<file path="src/rtl/package_parse.sv">
// ---------------------------------------------------------------------------
// package_parse -- receive-side packet parser for the ADC capture path.
//
// Hunts for a header carrying SYNC_WORD in bits [31:16], forwards the N
// payload words that follow (with sop/eop markers) through a single output
// register, checks the trailing XOR checksum and reports per-packet status.
// Error counters saturate at all-ones.
//
// Optional feature (compile-time macro PKT_PARSE_SEQ_CHK_EN):
//   defined   -> track the expected sequence number; a discontinuity bumps
//                seq_err_cnt_o and forces pkt_ok_o low for that packet.
//   undefined -> no tracking logic, seq_err_cnt_o tied to 0.
//
// Ports:
//   clk_i, rst_i            clock, synchronous active-high reset
//   in_data_i/in_vld_i      input word stream
//   in_rdy_o                parser accepts the word this cycle
//   out_data_o/out_vld_o    payload word out (registered)
//   out_sop_o/out_eop_o     first/last payload word markers
//   out_rdy_i               downstream accepts the output word
//   pkt_done_o              1-cycle pulse after the trailer is consumed
//   pkt_ok_o/pkt_seq_o      status/sequence of the finished packet
//   sync_drop_cnt_o         words dropped while hunting
//   len_err_cnt_o           sync headers with length 0
//   csum_err_cnt_o          trailer checksum mismatches
//   seq_err_cnt_o           sequence discontinuities
// ---------------------------------------------------------------------------
module package_parse #(
    parameter logic [15:0] SYNC_WORD = 16'hA5C3,
    parameter int          CNT_W     = 16
) (
    input  logic             clk_i,
    input  logic             rst_i,
    input  logic [31:0]      in_data_i,
    input  logic             in_vld_i,
    output logic             in_rdy_o,
    output logic [31:0]      out_data_o,
    output logic             out_vld_o,
    output logic             out_sop_o,
    output logic             out_eop_o,
    input  logic             out_rdy_i,
    output logic             pkt_done_o,
    output logic             pkt_ok_o,
    output logic [7:0]       pkt_seq_o,
    output logic [CNT_W-1:0] sync_drop_cnt_o,
    output logic [CNT_W-1:0] len_err_cnt_o,
    output logic [CNT_W-1:0] csum_err_cnt_o,
    output logic [CNT_W-1:0] seq_err_cnt_o
);

    typedef enum logic [1:0] {HUNT, PAYLOAD, TRAILER} state_t;

    state_t           state_q, state_d;
    logic [7:0]       rem_q, rem_d;
    logic [31:0]      csum_q, csum_d;
    logic [7:0]       seq_q, seq_d;
    logic             first_q, first_d;
    logic [31:0]      out_data_q, out_data_d;
    logic             out_vld_q, out_vld_d;
    logic             out_sop_q, out_sop_d;
    logic             out_eop_q, out_eop_d;
    logic             pkt_done_q, pkt_done_d;
    logic             pkt_ok_q, pkt_ok_d;
    logic [7:0]       pkt_seq_q, pkt_seq_d;
    logic [CNT_W-1:0] drop_cnt_q, drop_cnt_d;
    logic [CNT_W-1:0] len_cnt_q, len_cnt_d;
    logic [CNT_W-1:0] csum_cnt_q, csum_cnt_d;

    logic             accept;
    logic             hdr_ok;
    logic             seq_bad;   // current packet had a sequence discontinuity

    function automatic logic [CNT_W-1:0] sat_inc(input logic [CNT_W-1:0] c);
        return (&c) ? c : c + 1'b1;
    endfunction

    // Only PAYLOAD can be stalled: it is the only state that loads the
    // output register, so HUNT/TRAILER keep consuming regardless.
    assign in_rdy_o = !rst_i && ((state_q != PAYLOAD) || !out_vld_q || out_rdy_i);
    assign accept   = in_vld_i && in_rdy_o;
    assign hdr_ok   = accept && (state_q == HUNT) &&
                      (in_data_i[31:16] == SYNC_WORD) && (in_data_i[7:0] != 8'd0);

`ifdef PKT_PARSE_SEQ_CHK_EN
    logic [7:0]       exp_seq_q;
    logic             seq_seen_q;   // no expectation until the first header
    logic             seq_bad_q;
    logic [CNT_W-1:0] seq_cnt_q;
    logic             seq_miss;

    assign seq_miss      = seq_seen_q && (in_data_i[15:8] != exp_seq_q);
    assign seq_bad       = seq_bad_q;
    assign seq_err_cnt_o = seq_cnt_q;

    always_ff @(posedge clk_i) begin
        if (rst_i) begin
            exp_seq_q  <= '0;
            seq_seen_q <= 1'b0;
            seq_bad_q  <= 1'b0;
            seq_cnt_q  <= '0;
        end else if (hdr_ok) begin
            // Resynchronise to whatever arrived, flagged or not.
            exp_seq_q  <= in_data_i[15:8] + 8'd1;
            seq_seen_q <= 1'b1;
            seq_bad_q  <= seq_miss;
            if (seq_miss) seq_cnt_q <= sat_inc(seq_cnt_q);
        end
    end
`else
    assign seq_bad       = 1'b0;
    assign seq_err_cnt_o = '0;
`endif

    always_comb begin
        state_d    = state_q;
        rem_d      = rem_q;
        csum_d     = csum_q;
        seq_d      = seq_q;
        first_d    = first_q;
        out_data_d = out_data_q;
        out_vld_d  = out_vld_q && !out_rdy_i;
        out_sop_d  = out_sop_q;
        out_eop_d  = out_eop_q;
        pkt_done_d = 1'b0;
        pkt_ok_d   = pkt_ok_q;
        pkt_seq_d  = pkt_seq_q;
        drop_cnt_d = drop_cnt_q;
        len_cnt_d  = len_cnt_q;
        csum_cnt_d = csum_cnt_q;

        case (state_q)
            HUNT: begin
                if (accept) begin
                    if (in_data_i[31:16] != SYNC_WORD) begin
                        drop_cnt_d = sat_inc(drop_cnt_q);
                    end else if (in_data_i[7:0] == 8'd0) begin
                        len_cnt_d = sat_inc(len_cnt_q);
                    end else begin
                        seq_d   = in_data_i[15:8];
                        rem_d   = in_data_i[7:0];
                        csum_d  = in_data_i;
                        first_d = 1'b1;
                        state_d = PAYLOAD;
                    end
                end
            end
            PAYLOAD: begin
                if (accept) begin
                    out_data_d = in_data_i;
                    out_vld_d  = 1'b1;
                    out_sop_d  = first_q;
                    out_eop_d  = (rem_q == 8'd1);
                    first_d    = 1'b0;
                    csum_d     = csum_q ^ in_data_i;
                    rem_d      = rem_q - 8'd1;
                    if (rem_q == 8'd1) state_d = TRAILER;
                end
            end
            TRAILER: begin
                if (accept) begin
                    pkt_done_d = 1'b1;
                    pkt_ok_d   = (in_data_i == csum_q) && !seq_bad;
                    pkt_seq_d  = seq_q;
                    if (in_data_i != csum_q) csum_cnt_d = sat_inc(csum_cnt_q);
                    state_d    = HUNT;
                end
            end
            default: state_d = HUNT;
        endcase
    end

    always_ff @(posedge clk_i) begin
        if (rst_i) begin
            state_q    <= HUNT;
            rem_q      <= '0;
            csum_q     <= '0;
            seq_q      <= '0;
            first_q    <= 1'b0;
            out_data_q <= '0;
            out_vld_q  <= 1'b0;
            out_sop_q  <= 1'b0;
            out_eop_q  <= 1'b0;
            pkt_done_q <= 1'b0;
            pkt_ok_q   <= 1'b0;
            pkt_seq_q  <= '0;
            drop_cnt_q <= '0;
            len_cnt_q  <= '0;
            csum_cnt_q <= '0;
        end else begin
            state_q    <= state_d;
            rem_q      <= rem_d;
            csum_q     <= csum_d;
            seq_q      <= seq_d;
            first_q    <= first_d;
            out_data_q <= out_data_d;
            out_vld_q  <= out_vld_d;
            out_sop_q  <= out_sop_d;
            out_eop_q  <= out_eop_d;
            pkt_done_q <= pkt_done_d;
            pkt_ok_q   <= pkt_ok_d;
            pkt_seq_q  <= pkt_seq_d;
            drop_cnt_q <= drop_cnt_d;
            len_cnt_q  <= len_cnt_d;
            csum_cnt_q <= csum_cnt_d;
        end
    end

    assign out_data_o      = out_data_q;
    assign out_vld_o       = out_vld_q;
    assign out_sop_o       = out_sop_q;
    assign out_eop_o       = out_eop_q;
    assign pkt_done_o      = pkt_done_q;
    assign pkt_ok_o        = pkt_ok_q;
    assign pkt_seq_o       = pkt_seq_q;
    assign sync_drop_cnt_o = drop_cnt_q;
    assign len_err_cnt_o   = len_cnt_q;
    assign csum_err_cnt_o  = csum_cnt_q;

endmodule

</file>
<file path="config.mk">
export PLATFORM = sky130hd
export DESIGN_NAME = package_parse
export DESIGN_NICKNAME = d
export VERILOG_FILES = /design/src/rtl/package_parse.sv
export SDC_FILE = /design/constraint.sdc
export NUM_CORES = 1
export LEC_CHECK = 0
export BUFFER_PORTS_ARGS = -buffer_cell sky130_fd_sc_hd__buf_2
export CAP_MARGIN = 30
export CORE_MARGIN = 3
export CORE_UTILIZATION = 25
export CTS_CLUSTER_SIZE = 12
export DETAILED_ROUTE_END_ITERATION = 8
export GPL_TIMING_DRIVEN = 0
export PLACE_DENSITY = 0.43
export SLEW_MARGIN = 20
export SYNTH_ARGS = -nofsm -noshare
export SYNTH_HDL_FRONTEND = slang
export SYNTH_SLANG_ARGS = --single-unit
</file>
<file path="constraint.sdc">
create_clock -name clk_i -period 2.25 [get_ports clk_i]
set_input_delay 0.45 -clock clk_i [delete_from_list [all_inputs] [get_ports clk_i]]
set_output_delay 0.45 -clock clk_i [all_outputs]
set_load 0.02 [all_outputs]
</file>
==> results.sh, run 1 <==
export IMPL_drtIter0Drc=496
export IMPL_synth_most_common_cell="nand2_1"
export IMPL_finalSetupTns_ps=0
export IMPL_min_from="in_data_i[22]"
export IMPL_p_switching_w=0.00147
export IMPL_grt_first_pass_wirelength_um=36400
export IMPL_status="completed"
export IMPL_synthCells=900
export IMPL_floorplan_io_pins=146
export IMPL_worst_pin_slew_ps=687
export IMPL_post_synth_most_frequent_cells="nand2_1 (151), dfxtp_1 (144), a21oi_1 (105), nor2_1 (84), xor2_1 (47)"
export IMPL_grt_use_met3_pct=2.76
export IMPL_setup_viol=0
export IMPL_power_density_cells_nw_per_um2=671
export IMPL_worst_endpoint_required_ps=1800
export IMPL_startpoint_of_the_worst_slack_reg_to_reg_timing_path="len_err_cnt_o[0]$_SDFFE_PP0P_"
export IMPL_max_stage_delay_ps=500
export IMPL_ys_flop_type="dfxtp_1"
export IMPL_final_min_period_over_clock_period_pct=96.4
export IMPL_ctsRootBufferMaster="clkbuf_16"
export IMPL_timing_critical_path_from_type="primary input"
export IMPL_insertedDiodeCount=0
export IMPL_drt_wl_total_um=23100
export IMPL_cts_hold_buffers=0
export IMPL_fmax_mhz=461
export IMPL_yosys_area_top_type_share_pct=41.2
export IMPL_whs_endpoint="out_data_o[22]$_SDFFE_PP0P_"
export IMPL_grt_antenna_before_repair=0
export IMPL_worst_slack_ps=81.7
export IMPL_cts_made_buffers=17
export IMPL_final_min_clock_period_ps=2170
export IMPL_clockBufferDepth=2
export IMPL_grt_max_degree=17
export IMPL_fraction_of_synthesis_flops_using_an_asynchronous_set_or_reset_pin_pct=0
export IMPL_gpl_final_weighted_congestion=0.776
export IMPL_drtAntennaViolNets=0
export IMPL_grt_pass1_vias=6335
export IMPL_cell_type_group_with_the_largest_total_delay_on_the_critical_path="buffers and inverters"
export IMPL_relative_contribution_of_the_clock_network_to_total_power_pct=51.4
export IMPL_hold_viol_final=0
export IMPL_groute_layer_met2_usage_pct=23.2
export IMPL_power_share_switching_pct=24.6
export IMPL_crit_path_top_delay_cell="clkbuf_1"
export IMPL_critical_path_most_common_cell="buf_2"
export IMPL_worstRegToRegCells=8
export IMPL_worst_ir_drop_vdd_mv=0.406
export IMPL_yosys_warnings=0
export IMPL_critical_path_class="in -> out"
export IMPL_cap_viol_max_count=0
export IMPL_placedInstanceArea_um2=8130
export IMPL_core_rows=60
export IMPL_die_area_um2=30000
export IMPL_gr_total_overflow=0
export IMPL_synth_ff_latch_count=144
export IMPL_hold_depth=3
export IMPL_final_cell_count_no_fill=1445
export IMPL_regToRegEndpoint="len_err_cnt_o[8]$_SDFFE_PP0P_"
export IMPL_drt_wirelength_per_cell_um=16.0
export IMPL_setup_slack_at_placement_ps=-514
export IMPL_die_height_um=173
export IMPL_clock_skew_final_ps=12.1
export IMPL_clock_latency_ps=430
export IMPL_firstDrtPassIters=5
export IMPL_placed_cells_incl_taps=1408
export IMPL_timing_hold_worst_class="in -> reg"
export IMPL_dp_hpwl_um=16900
export IMPL_cts_reportedPaths_clkPinSlew_ps=70
export IMPL_yosysTopAreaCell="dfxtp_1"
export IMPL_detail_route_vias_per_cell=4.67
export IMPL_tritoncts="yes"
export IMPL_number_of_fill_cells_in_the_layout=2971
export IMPL_worst_setup_path_end_kind="output pin"
export IMPL_post_synth_edffs=0
export IMPL_core_area_um2=27300
export IMPL_comb_pwr_share_pct=5.7
export IMPL_final_area_um2=8860
export IMPL_grtUsageMet1_pct=21.8
export IMPL_port_buffer_count=121
export IMPL_power_internal_w=0.00449
export IMPL_area_growth_synth_to_final_pct=26.7
export IMPL_rsz_0062_raised_after_global_routing="true"
export IMPL_synthTopCellsByArea="dfxtp_1 (41%), nand2_1 (8.1%), a21oi_1 (7.5%), xor2_1 (5.9%), nor2_1 (4.5%)"
export IMPL_timing_max_transition_violations_final=0
export IMPL_initial_utilization_pct=25.7
export IMPL_cts_sinks=144
export IMPL_final_core_utilization_pct=32.5
export IMPL_cts_htree_levels=4
export IMPL_timing_reg2reg_setup_slack_ps=170
export IMPL_synth_seq_area_share_pct=41.2
export IMPL_total_leakage_power_nw=3.42
export IMPL_crit_path_max_fanout=10
export IMPL_seqPwrFrac_pct=42.9
export IMPL_route_vias_total=6750
export IMPL_groute_usage_overall_pct=15.1
export IMPL_final_nets=1101
export IMPL_relSlewSlack_pct=54.2
export IMPL_critical_path_data_arrival_time_ps=1720
export IMPL_critical_path_cell_chain="buf_2 > clkbuf_1 > clkbuf_2 > a21oi_1 > buf_2"
export IMPL_critical_path_n_buffers_inverters=4
export IMPL_drc_errors=0
export IMPL_die_x_um=173
export IMPL_netlist_area_um2=7000
export IMPL_yosysUniqueCellTypes=53
export IMPL_globalRoute_busiestLayer="met2"
export IMPL_post_route_cells_drive_above_1_share_pct=20.4
export IMPL_average_instance_area_after_synthesis_um2=7.77
[tightest hold or removal path, stage by stage]
cell     delay, ps
buf_2          140
nand2_1         60
a21oi_1         50
[state kept, by name, indices dropped and copies added (netlist names)]
register,cells
out_sop_o,1
pkt_ok_o,1
rem_q,8
len_err_cnt_o,16
state_q,2
first_q,1
out_data_o,32
csum_q,32
seq_q,8
out_vld_o,1
csum_err_cnt_o,16
pkt_seq_o,8
pkt_done_o,1
sync_drop_cnt_o,16
out_eop_o,1
[logic make-up (layout without fill, tap and decap cells)]
family / after synthesis / after routing / share of synthesized area [%]
mux: 11 / 11 / 1.57
compound gates: 212 / 212 / 16.9
other cells: 1 / 16 / 0.0536
flops: 144 / 144 / 41.2
xor+xnor: 59 / 59 / 7.39
simple gates: 383 / 383 / 25.9
buf+inv: 85 / 243 / 6.08
fa+ha+maj: 5 / 5 / 0.894
[power groups by stage]
stage | logic [W] | clock network (W) | registers (W)
after global placement | 0.000335 | 0 | 0.00261
after floorplan | 0.000191 | 0 | 0.00261
final | 0.000339 | 0.00306 | 0.00255
after global routing | 0.000372 | 0.00325 | 0.00255
after detailed placement | 0.000335 | 0 | 0.00261
after CTS | 0.000338 | 0.00315 | 0.00255
[how the worst max path moves through the flow]
stage	start	end	slack [ps]	cells after the start
after floorplan	in_data_i[7]	csum_err_cnt_o[1]$_SDFFE_PP0P_	240	9
after global placement	state_q[0]$_SDFFE_PP0P_	out_data_o[19]$_SDFFE_PP0P_	-470	7
after detailed placement	rst_i	len_err_cnt_o[6]$_SDFFE_PP0P_	-510	9
after CTS	state_q[0]$_SDFFE_PP0P_	out_data_o[20]$_SDFFE_PP0P_	-60	7
after global routing	rst_i	in_rdy_o	-10	5
final	rst_i	in_rdy_o	80	5
[metrics by stage]
| step | total power, W | hold WS (ps) |
|---|---|---|
| floorplan | 0.00281 | 432 |
| global placement | 0.00295 | 442 |
| detailed placement | 0.00295 | 445 |
| CTS | 0.00604 | 301 |
| global route | 0.00617 | 324 |
| finish | 0.00595 | 324 |
[routing by layer]
metal | wire (um) | share of wire, %
met1 | 11800 | 51
met2 | 10100 | 44
met4 | 267 | 1.2
met5 | 0 | 0
met3 | 968 | 4.2
[final cells by class]
type,instances,area (um^2),share of cell area [%]
Clock inverter,13,174,1.96
Multi-Input combinational cell,686,3790,42.8
Inverter,9,33.8,0.381
Sequential cell,144,2880,32.5
Tap cell,372,465,5.25
Buffer,76,417,4.70
Timing Repair Buffer,126,643,7.26
Clock buffer,19,453,5.11
[layout by cell type (no fill, tap or decap), types with 12 or more instances in the layout]
master,count
dfxtp_1,144
xor2_1,47
nand3_1,20
o21ai_0,42
buf_2,135
clkbuf_1,30
o22ai_1,31
xnor2_1,12
clkbuf_16,17
nor3_1,44
a21oi_1,105
conb_1,16
buf_4,24
nand2_1,151
nand4_1,15
nor2_1,84
[timing repair]
item                       4_1_cts  5_1_grt
setup buffers                    4        1
setup endpoints to repair       28       72
pin swaps                        2        1
gates resized for setup          6       21
hold endpoints to repair         0        0
cloned                           0        0
No activity file was read; power rests on OpenSTA's default activity.
==> run 2, diff against run 1 <==
CTS_BUF_LIST = sky130_fd_sc_hd__clkbuf_2 sky130_fd_sc_hd__clkbuf_4 sky130_fd_sc_hd__clkbuf_8   (was default)
==> run 2 against run 1 <==
Effect of this change: via count fell by 0.12%; sequential cell count unchanged; maximum frequency grew 2.0%; highest routed layer unchanged.
==> results.sh, run 2 (same netlist as run 1, synthesis figures left out) <==
export IMPL_status="completed"
export IMPL_grt_pass1_vias=6322
export IMPL_drtIter0Drc=459
export IMPL_insertedDiodeCount=0
export IMPL_area_growth_synth_to_final_pct=23.9
export IMPL_groute_usage_overall_pct=15.1
export IMPL_firstDrtPassIters=5
export IMPL_drc_errors=0
export IMPL_critical_path_most_common_cell="buf_6"
export IMPL_route_vias_total=6742
export IMPL_die_height_um=173
export IMPL_die_area_um2=30000
export IMPL_cap_viol_max_count=0
export IMPL_crit_path_top_delay_cell="dfxtp_1"
export IMPL_power_internal_w=0.00383
export IMPL_layout_commonest_cell="nand2_1"
export IMPL_grt_max_degree=17
export IMPL_fin_hold_ws_ps=288
export IMPL_p_switching_w=0.00136
export IMPL_worst_endpoint_required_ps=1800
export IMPL_finalSetupTns_ps=0
export IMPL_fmax_mhz=471
export IMPL_clock_skew_final_ps=19.3
export IMPL_timing_max_transition_violations_final=0
export IMPL_timing_hold_worst_class="in -> reg"
export IMPL_detail_route_vias_per_cell=4.67
export IMPL_drtAntennaViolNets=0
export IMPL_drt_wirelength_per_cell_um=15.9
export IMPL_final_min_period_over_clock_period_pct=94.4
export IMPL_worst_ir_drop_vdd_mv=0.359
export IMPL_setup_viol=0
export IMPL_grt_first_pass_wirelength_um=36300
export IMPL_regArea_um2=2880
export IMPL_grt_antenna_before_repair=0
export IMPL_report_power_total_w=0.00519
export IMPL_gpl_final_weighted_congestion=0.776
export IMPL_power_share_switching_pct=26.2
export IMPL_post_route_cells_drive_above_1_share_pct=20.4
export IMPL_footprint_of_the_multi_input_gates_um2=3790
export IMPL_initial_utilization_pct=25.7
export IMPL_final_area_um2=8670
export IMPL_floorplan_io_pins=146
export IMPL_drt_wl_total_um=23000
export IMPL_worst_pin_slew_ps=707
export IMPL_dp_hpwl_um=16900
export IMPL_cts_sinks=144
export IMPL_setup_slack_at_placement_ps=-514
export IMPL_max_stage_delay_ps=330
export IMPL_placedInstanceArea_um2=8130
export IMPL_total_leakage_power_nw=3.33
export IMPL_crit_path_max_fanout=10
export IMPL_clock_latency_ps=460
export IMPL_cts_reportedPaths_clkPinSlew_ps=90
export IMPL_worst_setup_path_end_kind="output pin"
export IMPL_number_of_fill_cells_in_the_layout=2994
export IMPL_core_rows=60
export IMPL_relative_contribution_of_the_clock_network_to_total_power_pct=44.4
export IMPL_core_area_um2=27300
export IMPL_final_min_clock_period_ps=2120
export IMPL_cts_made_buffers=17
export IMPL_critical_path_data_arrival_time_ps=1670
export IMPL_critical_path_n_buffers_inverters=4
export IMPL_worst_slack_ps=125
export IMPL_cts_hold_buffers=0
export IMPL_final_cell_mix="nand2_1 (151), dfxtp_1 (143), buf_2 (135), a21oi_1 (105), nor2_1 (84)"
export IMPL_ctsRootBufferMaster="clkbuf_8"
export IMPL_comb_pwr_share_pct=6.5
export IMPL_cts_htree_levels=4
export IMPL_die_x_um=173
export IMPL_timing_critical_path_from_type="flip-flop"
export IMPL_port_buffer_count=121
export IMPL_hold_viol_final=0
export IMPL_power_density_cells_nw_per_um2=599
export IMPL_clockBufferDepth=2
export IMPL_rsz_0062_raised_after_global_routing="false"
export IMPL_tritoncts="yes"
export IMPL_seqPwrFrac_pct=49.1
export IMPL_gr_total_overflow=0
export IMPL_relSlewSlack_pct=52.9
export IMPL_critical_path_class="reg -> out"
export IMPL_critical_path_cell_chain="buf_6 > nor2b_4 > buf_8 > buf_6 > a21oi_1 > buf_2"
export IMPL_final_nets=1099
export IMPL_cell_type_group_with_the_largest_total_delay_on_the_critical_path="buffers and inverters"
## run 2: path summary, 6_finish.rpt
check / start / endpoint / slack [ps] / depth (start not counted)
max reg2reg: len_err_cnt_o[0]$_SDFFE_PP0P_ / len_err_cnt_o[8]$_SDFFE_PP0P_ / 160 / 8
min reg2reg: pkt_seq_o[4]$_SDFFE_PP0P_ / pkt_seq_o[4]$_SDFFE_PP0P_ / 450 / 2
max: state_q[0]$_SDFFE_PP0P_ / in_rdy_o / 130 / 6
min: in_data_i[22] / out_data_o[22]$_SDFFE_PP0P_ / 290 / 3
## run 2: metal layers
layer  vias up  routed length, um  GRT usage [%]
met5         -                  0              0
met4         0                210           3.31
met3        12               1060           3.15
met2       153              10100           23.0
met1      3147              11600           21.9
li1       3430                  -              -
## run 2: per-stage QoR
stage,util [%],cells
after floorplan,-,915
after global placement,29.8,1408
after detailed placement,29.8,1408
after CTS,31.6,1444
after global routing,31.8,1443
final,31.8,1443
## run 2: layout make-up
cell class | instances | area share (%)
Buffer | 75 | 4.84
Tap cell | 372 | 5.37
Timing Repair Buffer | 125 | 7.33
Inverter | 9 | 0.390
Clock inverter | 13 | 2.01
Sequential cell | 144 | 33.3
Clock buffer | 19 | 3.02
Multi-Input combinational cell | 686 | 43.8
## run 2: power by group through the flow
stage | Sequential (W) | Combinational [W] | Clock [W]
global route | 0.00255 | 0.000371 | 0.00251
floorplan | 0.00261 | 0.000191 | 0
detailed placement | 0.00261 | 0.000335 | 0
CTS | 0.00255 | 0.000338 | 0.00241
global placement | 0.00261 | 0.000335 | 0
finish | 0.00255 | 0.000337 | 0.00231
## run 2: repair_timing
action                                  in CTS  in global routing
setup buffers                                4                  0
endpoints found under the setup margin      30                 70
gates resized for setup                      7                 22
hold endpoints to repair                     0                  0
pin swaps                                    2                  0
gates cloned                                 0                  0
## run 2: worst register-to-register path, cell delays in order (launching register included)
cell     delay, ps
dfxtp_1        420
ha_1           190
nand3_1        140
or3_1          410
o211a_1        260
buf_2          210
nand3_1        120
xor2_1         160
nor2_1          50
==> run 3, diff against run 2 <==
CORE_UTILIZATION = 51   (was 25)
PLACE_DENSITY = 0.78   (was 0.43)
clock period = 1.85 ns   (was 2.25 ns; I/O delays follow)
==> run 3 against run 2 <==
Effect of this change: the flow now finishes with violations (setup timing); clock power rose by 10%; clock skew down 4.9 ps; register-to-register slack worse by 310 ps; worst hold slack worse by 95 ps; global-route usage rose by 12 points; setup slack worse by 280 ps.
==> results.sh, run 3 (same netlist as run 1, synthesis figures left out) <==
export IMPL_groute_layer_met2_usage_pct=42.1
export IMPL_max_stage_delay_ps=350
export IMPL_drtAntennaViolNets=0
export IMPL_grt_first_pass_wirelength_um=32000
export IMPL_detail_route_vias_per_cell=5.71
export IMPL_number_of_fill_cells_in_the_layout=1151
export IMPL_worst_ir_drop_vdd_mv=0.368
export IMPL_ctsRootBufferMaster="clkbuf_8"
export IMPL_setup_viol=16
export IMPL_grt_use_met3_pct=6.08
export IMPL_post_route_cells_drive_above_1_share_pct=27.6
export IMPL_worst_setup_path_end_kind="flip-flop"
export IMPL_floorplan_io_pins=146
export IMPL_crit_path_max_fanout=6
export IMPL_worst_endpoint_required_ps=2190
export IMPL_firstDrtPassIters=7
export IMPL_drc_errors=0
export IMPL_placedInstanceArea_um2=7910
export IMPL_hold_viol_final=0
export IMPL_report_power_total_w=0.00605
export IMPL_final_min_period_over_clock_period_pct=108
export IMPL_setup_slack_at_placement_ps=-576
export IMPL_cp_startpoint="csum_q[27]$_SDFFE_PP0P_"
export IMPL_cts_htree_levels=4
export IMPL_gr_total_overflow=0
export IMPL_globalRoute_busiestLayer="met2"
export IMPL_critical_path_n_buffers_inverters=3
export IMPL_port_buffer_count=121
export IMPL_die_x_um=123
export IMPL_timing_max_transition_violations_final=0
export IMPL_grt_pass1_vias=6437
export IMPL_relSlewSlack_pct=51.3
export IMPL_grt_max_degree=17
export IMPL_tritoncts="yes"
export IMPL_timing_critical_path_from_type="flip-flop"
export IMPL_fmax_mhz=499
export IMPL_status="complete, but fails checks"
export IMPL_core_area_um2=13300
export IMPL_critical_path_most_common_cell="buf_6"
export IMPL_final_nets=1118
export IMPL_clock_skew_final_ps=14.4
export IMPL_clock_latency_ps=460
export IMPL_cts_made_buffers=17
export IMPL_total_leakage_power_nw=3.56
export IMPL_cell_type_group_with_the_largest_total_delay_on_the_critical_path="simple AND/OR/NAND/NOR gates"
export IMPL_groute_usage_overall_pct=26.6
export IMPL_crit_path_top_delay_cell="dfxtp_2"
export IMPL_drt_wl_total_um=21000
export IMPL_final_min_clock_period_ps=2000
export IMPL_area_growth_synth_to_final_pct=27.1
export IMPL_startpoint_of_the_worst_slack_reg_to_reg_timing_path="csum_q[27]$_SDFFE_PP0P_"
export IMPL_drtIter0Drc=552
export IMPL_initial_utilization_pct=52.4
export IMPL_worst_pin_slew_ps=731
export IMPL_core_rows=42
export IMPL_drt_wirelength_per_cell_um=16.6
export IMPL_cts_sinks=144
export IMPL_rsz_0062_raised_after_global_routing="true"
export IMPL_grt_antenna_before_repair=2
export IMPL_final_area_um2=8890
export IMPL_die_height_um=123
export IMPL_violations="setup timing"
export IMPL_layout_commonest_cell="nand2_1"
export IMPL_clockBufferDepth=2
export IMPL_min_from="in_data_i[2]"
export IMPL_grtUsageMet1_pct=35.6
export IMPL_critical_path_data_arrival_time_ps=2340
export IMPL_dp_hpwl_um=13800
export IMPL_gpl_final_weighted_congestion=0.881
export IMPL_critical_path_class="reg -> reg"
export IMPL_cap_viol_max_count=0
export IMPL_worst_slack_ps=-153
export IMPL_insertedDiodeCount=0
export IMPL_critical_path_cell_chain="xor2_2 > nor4_2 > nand4_1 > buf_6 > o21ai_4 > buf_6 > buf_8 > mux2i_1 > nor2_1"
export IMPL_power_density_cells_nw_per_um2=681
export IMPL_die_area_um2=15200
export IMPL_final_cell_mix="nand2_1 (149), buf_2 (134), dfxtp_1 (120), a21oi_1 (103), nor2_1 (84)"
export IMPL_timing_hold_worst_class="in -> reg"
export IMPL_final_core_utilization_pct=66.6
export IMPL_route_vias_total=7223
export IMPL_cts_reportedPaths_clkPinSlew_ps=80
-- run 3: what timing repair did --
| item | in CTS | in global routing |
|---|---|---|
| setup buffers | 15 | 8 |
| gates cloned | 2 | 1 |
| hold buffers | 0 | 0 |
| pin swaps | 16 | 22 |
| resized for setup | 49 | 71 |
| endpoints found under the setup margin | 110 | 113 |
-- run 3: worst paths after layout --
check                                                 endpoint  slack [ps]  cells past startpoint
worst min-delay path                out_data_o[2]$_SDFFE_PP0P_         190                      3
worst max register to register  csum_err_cnt_o[1]$_SDFFE_PP0P_        -150                      9
worst min register to register       pkt_seq_o[6]$_SDFFE_PP0P_         450                      2
worst max-delay path            csum_err_cnt_o[1]$_SDFFE_PP0P_        -150                      9
-- run 3: tightest hold or removal path, cell delays in order --
cell	delay, ps
buf_6	120
nand2_1	50
a21oi_1	50
-- run 3: per-layer routing --
metal  vias up  part of all wire (%)  wire [um]
met2       283                    48      10000
li1       3459                     -          -
met3        45                   7.3       1540
met1      3432                    43       8940
met5         -                  0.10         21
met4         4                   2.3        484
-- run 3: metrics by stage --
step,TNS [ps],instances,hold slack (ps)
after CTS,-385,1259,180
after global placement,-59200,1212,438
after global routing,-3300,1266,193
after floorplan,-17.3,915,432
after detailed placement,-56520,1213,445
final,-814,1266,193
-- run 3: cell type report --
cell class              instances  area [um^2]  share of cell area, %
clock inverters                10          108                   1.21
plain buffers                  71          437                   4.91
flip-flops and latches        144         2930                   32.9
inverters                       9         33.8                  0.380
repair buffers                148          865                   9.72
multi-input cells             686         4010                   45.1
clock buffers                  22          297                   3.33
well taps                     176          220                   2.48
-- run 3: report_power, final --
group | internal [W] | leakage [nW] | switching, W
Clock | 0.00135 | 0.216 | 0.00120
Sequential | 0.00309 | 1.17 | 0.00000491
Combinational | 0.000138 | 2.17 | 0.000271
Total | 0.00458 | 3.56 | 0.00147
